--- config.mk ---
export PLATFORM = sky130hd
export DESIGN_NAME = alu_uart_frontend
export DESIGN_NICKNAME = d
export VERILOG_FILES = /design/src/rtl/alu_uart_frontend.sv
export SDC_FILE = /design/constraint.sdc
export NUM_CORES = 1
export LEC_CHECK = 0
export ABC_AREA = 1
export BUFFER_PORTS_ARGS = -buffer_cell sky130_fd_sc_hd__buf_4
export CAP_MARGIN = 20
export CELL_PAD_IN_SITES_DETAIL_PLACEMENT = 1
export CELL_PAD_IN_SITES_GLOBAL_PLACEMENT = 1
export CORE_UTILIZATION = 35
export DETAILED_ROUTE_END_ITERATION = 12
export GPL_TIMING_DRIVEN = 0
export PLACE_DENSITY = 0.77
export SETUP_SLACK_MARGIN = 0.5
export SKIP_CTS_REPAIR_TIMING = 1
export SYNTH_ARGS = -nofsm -noshare
export SYNTH_HDL_FRONTEND = slang
export SYNTH_SLANG_ARGS = --single-unit
export TNS_END_PERCENT = 100
--- constraint.sdc ---
create_clock -name i_clk -period 3.9 [get_ports i_clk]
set_clock_uncertainty 0.2 [all_clocks]
set_input_delay 0 -clock i_clk [delete_from_list [all_inputs] [get_ports i_clk]]
set_output_delay 0 -clock i_clk [all_outputs]
set_load 0.005 [all_outputs]
--- src/rtl/alu_uart_frontend.sv ---
// Sequencer between a UART RX/TX pair and a combinational ALU: gathers A, B, opcode,
// registers them to the ALU, captures the result and strobes it into the transmitter.
// Optional inter-byte timeout is built only when ALU_FE_TIMEOUT_EN is defined.

module alu_uart_frontend #(
   parameter int DATA_W      = 8,
   parameter int OP_W        = 6,
   parameter int TIMEOUT_CYC = 1000000
) (
   input  logic              i_clk,
   input  logic              i_rst_n,
   input  logic [DATA_W-1:0] i_rx_data,
   input  logic              i_rx_done,
   input  logic              i_tx_done,
   input  logic [DATA_W-1:0] i_alu_res,
   output logic [DATA_W-1:0] o_alu_a,
   output logic [DATA_W-1:0] o_alu_b,
   output logic [OP_W-1:0]   o_alu_op,
   output logic [DATA_W-1:0] o_tx_data,
   output logic              o_tx_start,
   output logic              o_busy,
   output logic              o_timeout
);

   typedef enum logic [2:0] {
      S_A,
      S_B,
      S_OP,
      S_EXEC,
      S_SEND,
      S_WAIT_TX
   } state_t;

   state_t state;
   logic   timeout_hit;
   logic   waiting_byte;

   // Only the low OP_W bits of the opcode byte reach the ALU.
   logic unused_op_bits;
   assign unused_op_bits = ^i_rx_data[DATA_W-1:OP_W];

   assign waiting_byte = (state == S_B) || (state == S_OP);

   // Main sequencer: operands, result and strobes are all registered here.
   always_ff @(posedge i_clk or negedge i_rst_n) begin
      if (!i_rst_n) begin
         state      <= S_A;
         o_alu_a    <= '0;
         o_alu_b    <= '0;
         o_alu_op   <= '0;
         o_tx_data  <= '0;
         o_tx_start <= 1'b0;
         o_busy     <= 1'b0;
      end else begin
         o_tx_start <= 1'b0;
         case (state)
            S_A: begin
               if (i_rx_done) begin
                  o_alu_a <= i_rx_data;
                  state   <= S_B;
               end
            end
            S_B: begin
               if (i_rx_done) begin
                  o_alu_b <= i_rx_data;
                  state   <= S_OP;
               end else if (timeout_hit) begin
                  state <= S_A;
               end
            end
            S_OP: begin
               if (i_rx_done) begin
                  o_alu_op <= i_rx_data[OP_W-1:0];
                  o_busy   <= 1'b1;
                  state    <= S_EXEC;
               end else if (timeout_hit) begin
                  state <= S_A;
               end
            end
            S_EXEC: begin
               o_tx_data  <= i_alu_res;
               o_tx_start <= 1'b1;
               state      <= S_SEND;
            end
            S_SEND: begin
               state <= S_WAIT_TX;
            end
            S_WAIT_TX: begin
               if (i_tx_done) begin
                  o_busy <= 1'b0;
                  state  <= S_A;
               end
            end
            default: begin
               state  <= S_A;
               o_busy <= 1'b0;
            end
         endcase
      end
   end

`ifdef ALU_FE_TIMEOUT_EN
   localparam int CNT_W = (TIMEOUT_CYC > 2) ? $clog2(TIMEOUT_CYC) : 1;

   logic [CNT_W-1:0] timeout_cnt;
   logic             timeout_q;

   // A byte arriving on the terminal count wins over the timeout.
   assign timeout_hit = waiting_byte && !i_rx_done &&
                        (timeout_cnt == CNT_W'(TIMEOUT_CYC - 1));

   // Counter is held at zero outside S_B/S_OP, so entering either state starts from 0.
   always_ff @(posedge i_clk or negedge i_rst_n) begin
      if (!i_rst_n) begin
         timeout_cnt <= '0;
         timeout_q   <= 1'b0;
      end else begin
         timeout_q <= timeout_hit;
         if (!waiting_byte || i_rx_done || timeout_hit) begin
            timeout_cnt <= '0;
         end else begin
            timeout_cnt <= timeout_cnt + CNT_W'(1);
         end
      end
   end

   assign o_timeout = timeout_q;
`else
   // TIMEOUT_CYC only matters when the timeout logic is built.
   logic unused_timeout_cfg;
   assign unused_timeout_cfg = (TIMEOUT_CYC == 0) ^ waiting_byte;
   assign timeout_hit        = 1'b0;
   assign o_timeout          = 1'b0;
`endif

endmodule

==> flow_metrics.env <==
export IMPL_run_status="finished, violations left"
export IMPL_violations="negative hold slack"
export IMPL_cts_inserted_buffers=5
export IMPL_fillers=466
export IMPL_num_rows=23
export IMPL_cp_startpoint="state[0]$_DFFE_PN0P_"
export IMPL_totalNegativeSetupSlack_ns=0
export IMPL_cts_sinks=35
export IMPL_yosys_area_top_type="dfrtp_1"
export IMPL_yosysWarnings=0
export IMPL_power_per_cell_area_nw_per_um2=724
export IMPL_clkTransAtPathRegs_ns=0.07
export IMPL_synthTopCellsByArea="dfrtp_1 58%, nand2_1 13%, o21ai_2 8.7%"
export IMPL_routedWlPerCell_um=15.3
export IMPL_grt_antenna_before_repair=0
export IMPL_slew_violations=0
export IMPL_reg2regPathDepth=6
export IMPL_syn_area_per_cell_sq_um=10.0
export IMPL_hpwl_mm=2.87
export IMPL_syn_nets=170
export IMPL_hp_class="primary input to flop"
export IMPL_crit_path_start_kind="flop"
export IMPL_pin_count=53
export IMPL_finalCriticalPeriod_ns=1.98
export IMPL_routed_wl_mm=4.26
export IMPL_ff2ff_setup_slack_ns=1.92
export IMPL_dpl_cell_count=251
export IMPL_ys_seq_area_share_pct=58.1
export IMPL_overflow=0
export IMPL_grt_pass1_wl_mm=6.04
export IMPL_port_buffers=51
export IMPL_die_h_um=67.6
export IMPL_finalNetCount=247
export IMPL_grtUsageTotal_pct=18.5
export IMPL_grt_pass1_vias=1314
export IMPL_drtPass1Iterations=3
export IMPL_initialDrtViolationCount=46
export IMPL_max_freq_mhz=504
export IMPL_endpoint="o_alu_a[7]$_DFFE_PN0P_"
export IMPL_antenna_left=0
export IMPL_drive_gt1_share_pct=39.5
export IMPL_leakagePower_uw=0.00116
export IMPL_vias=1312
export IMPL_gp_congestion=0.742
export IMPL_start_util_pct=37.1
export IMPL_core_area_sq_um=4060
export IMPL_synth_cells=150
export IMPL_cts_root_buffer="clkbuf_8"
export IMPL_r2r_start="state[0]$_DFFE_PN0P_"
export IMPL_final_cell_count_no_fill=278
export IMPL_post_synth_num_cell_types=18
export IMPL_synthesis_area_sq_um=1510
export IMPL_die_area_sq_um=4570
export IMPL_peakVddDrop_v=0.000326
export IMPL_route_detailed_drc=0
export IMPL_setup_viol=0
export IMPL_maxCapViolCount=0
export IMPL_rsz0062_at_grt="false"
export IMPL_clockBufferDepth=2
export IMPL_n_antenna_cell=0
export IMPL_area_delta_synth_final_pct=47.8
export IMPL_insertion_delay_ns=0.28
export IMPL_worstReg2RegEnd="o_alu_a[7]$_DFFE_PN0P_"
export IMPL_h_tree_depth=2
export IMPL_critical_path_arrival_ns=2.01
export IMPL_fp_dieW_um=67.6
export IMPL_crit_type="flop to flop"
export IMPL_crit_path_end_kind="flop"
export IMPL_fin_crit_sh_pct=50.8
export IMPL_viasPerCell=4.72
export IMPL_synth_top_area_share_pct=58.1
export IMPL_hold_slack_ns=-0.0450
export IMPL_final_hold_viol_count=1
export IMPL_total_power_uw=1610
export IMPL_grt_max_degree=36
export IMPL_cts_tree="built"
export IMPL_worstPathRequired_ns=3.92
export IMPL_synth_seq_cells=35
export IMPL_crit_fanout=10
export IMPL_min_path_cells=4
[registers in the layout, indices dropped and copies added (netlist names)]
register,flops
o_alu_a,8
o_alu_b,8
o_tx_data,8
o_alu_op,6
state,3
o_busy,1
o_tx_start,1
[where the power goes]
| group | total, uW | internal (uW) | switching, uW |
|---|---|---|---|
| sequential | 650 | 533 | 118 |
| combinational | 714 | 368 | 346 |
| clock | 248 | 122 | 126 |
[how the worst min path moves through the flow]
stage / from / to
5_1_grt: i_tx_done / state[2]$_DFFE_PN0P_
3_5_place_dp: i_rst_n / state[0]$_DFFE_PN0P_
3_3_place_gp: i_rst_n / o_tx_start$_DFF_PN0_
2_1_floorplan: i_rst_n / o_alu_a[0]$_DFFE_PN0P_
4_1_cts: i_rst_n / o_alu_a[2]$_DFFE_PN0P_
6_report: i_tx_done / state[2]$_DFFE_PN0P_
[final cells by class]
cell class	instances	area (sq um)	area share (%)
Timing Repair Buffer	70	573	25.7
Multi-Input combinational cell	96	529	23.8
Tap cell	50	62.6	2.81
Clock inverter	3	15.0	0.675
Inverter	14	52.6	2.36
Buffer	5	48.8	2.19
Clock buffer	5	68.8	3.09
Sequential cell	35	876	39.3
[cells by family after synthesis]
group                  share of synthesized area [%]
DFF                                             58.1
buffers and inverters                           6.73
other                                          0.249
and+or+nand+nor                                 22.5
AOI/OAI and AO/OA                               12.4
[cells in the mapped netlist]
library cell,number
dfrtp_1,35
conb_1,1
nand2_1,51
o21ai_1,7
inv_2,2
nand3_1,5
o21ai_2,15
nand4_1,1
inv_1,12
nor2_4,2
nand2_2,3
buf_4,2
a21oi_1,2
buf_6,3
nand3_4,3
nand2_4,1
o21ai_0,2
nor2_1,3
[cells in the final DEF (no fill, tap or decap)]
cell	n
buf_4	53
nand2_1	51
dfrtp_1	35
dlygate4sd3_1	19
o21ai_2	15
inv_1	12
o21ai_1	7
nand3_1	5
clkbuf_8	5
nand3_4	3
buf_6	3
nor2_1	3
nand2_2	3
clkinv_2	3
inv_2	2
nor2_4	2
a21oi_1	2
o21ai_0	2
nand2_4	1
nand4_1	1
conb_1	1
[critical path: stages, from the launching register on]
cell and delay, ns:
dfrtp_1 0.37, buf_4 0.18, inv_1 0.19, nand3_4 0.16
buf_6 0.18, o21ai_2 0.10, dlygate4sd3_1 0.55
[through the flow]
step	util, %	setup slack, ns	instance area (sq um)
after floorplan	-	2.53	1510
after global placement	48.1	2.43	1950
after detailed placement	48.1	2.39	1950
after CTS	50.2	2.38	2040
after global routing	54.9	1.84	2230
final	54.9	1.92	2230
[routing by layer]
| layer | up-vias | global-route usage (%) | routed length (um) |
|---|---|---|---|
| met1 | 658 | 21.1 | 1700 |
| met2 | 24 | 32.3 | 2380 |
| met4 | 0 | 8.51 | 81 |
| met5 | - | 0 | 0 |
| li1 | 622 | - | - |
| met3 | 8 | 4.22 | 99 |
No activity file was read; power rests on OpenSTA's default activity.
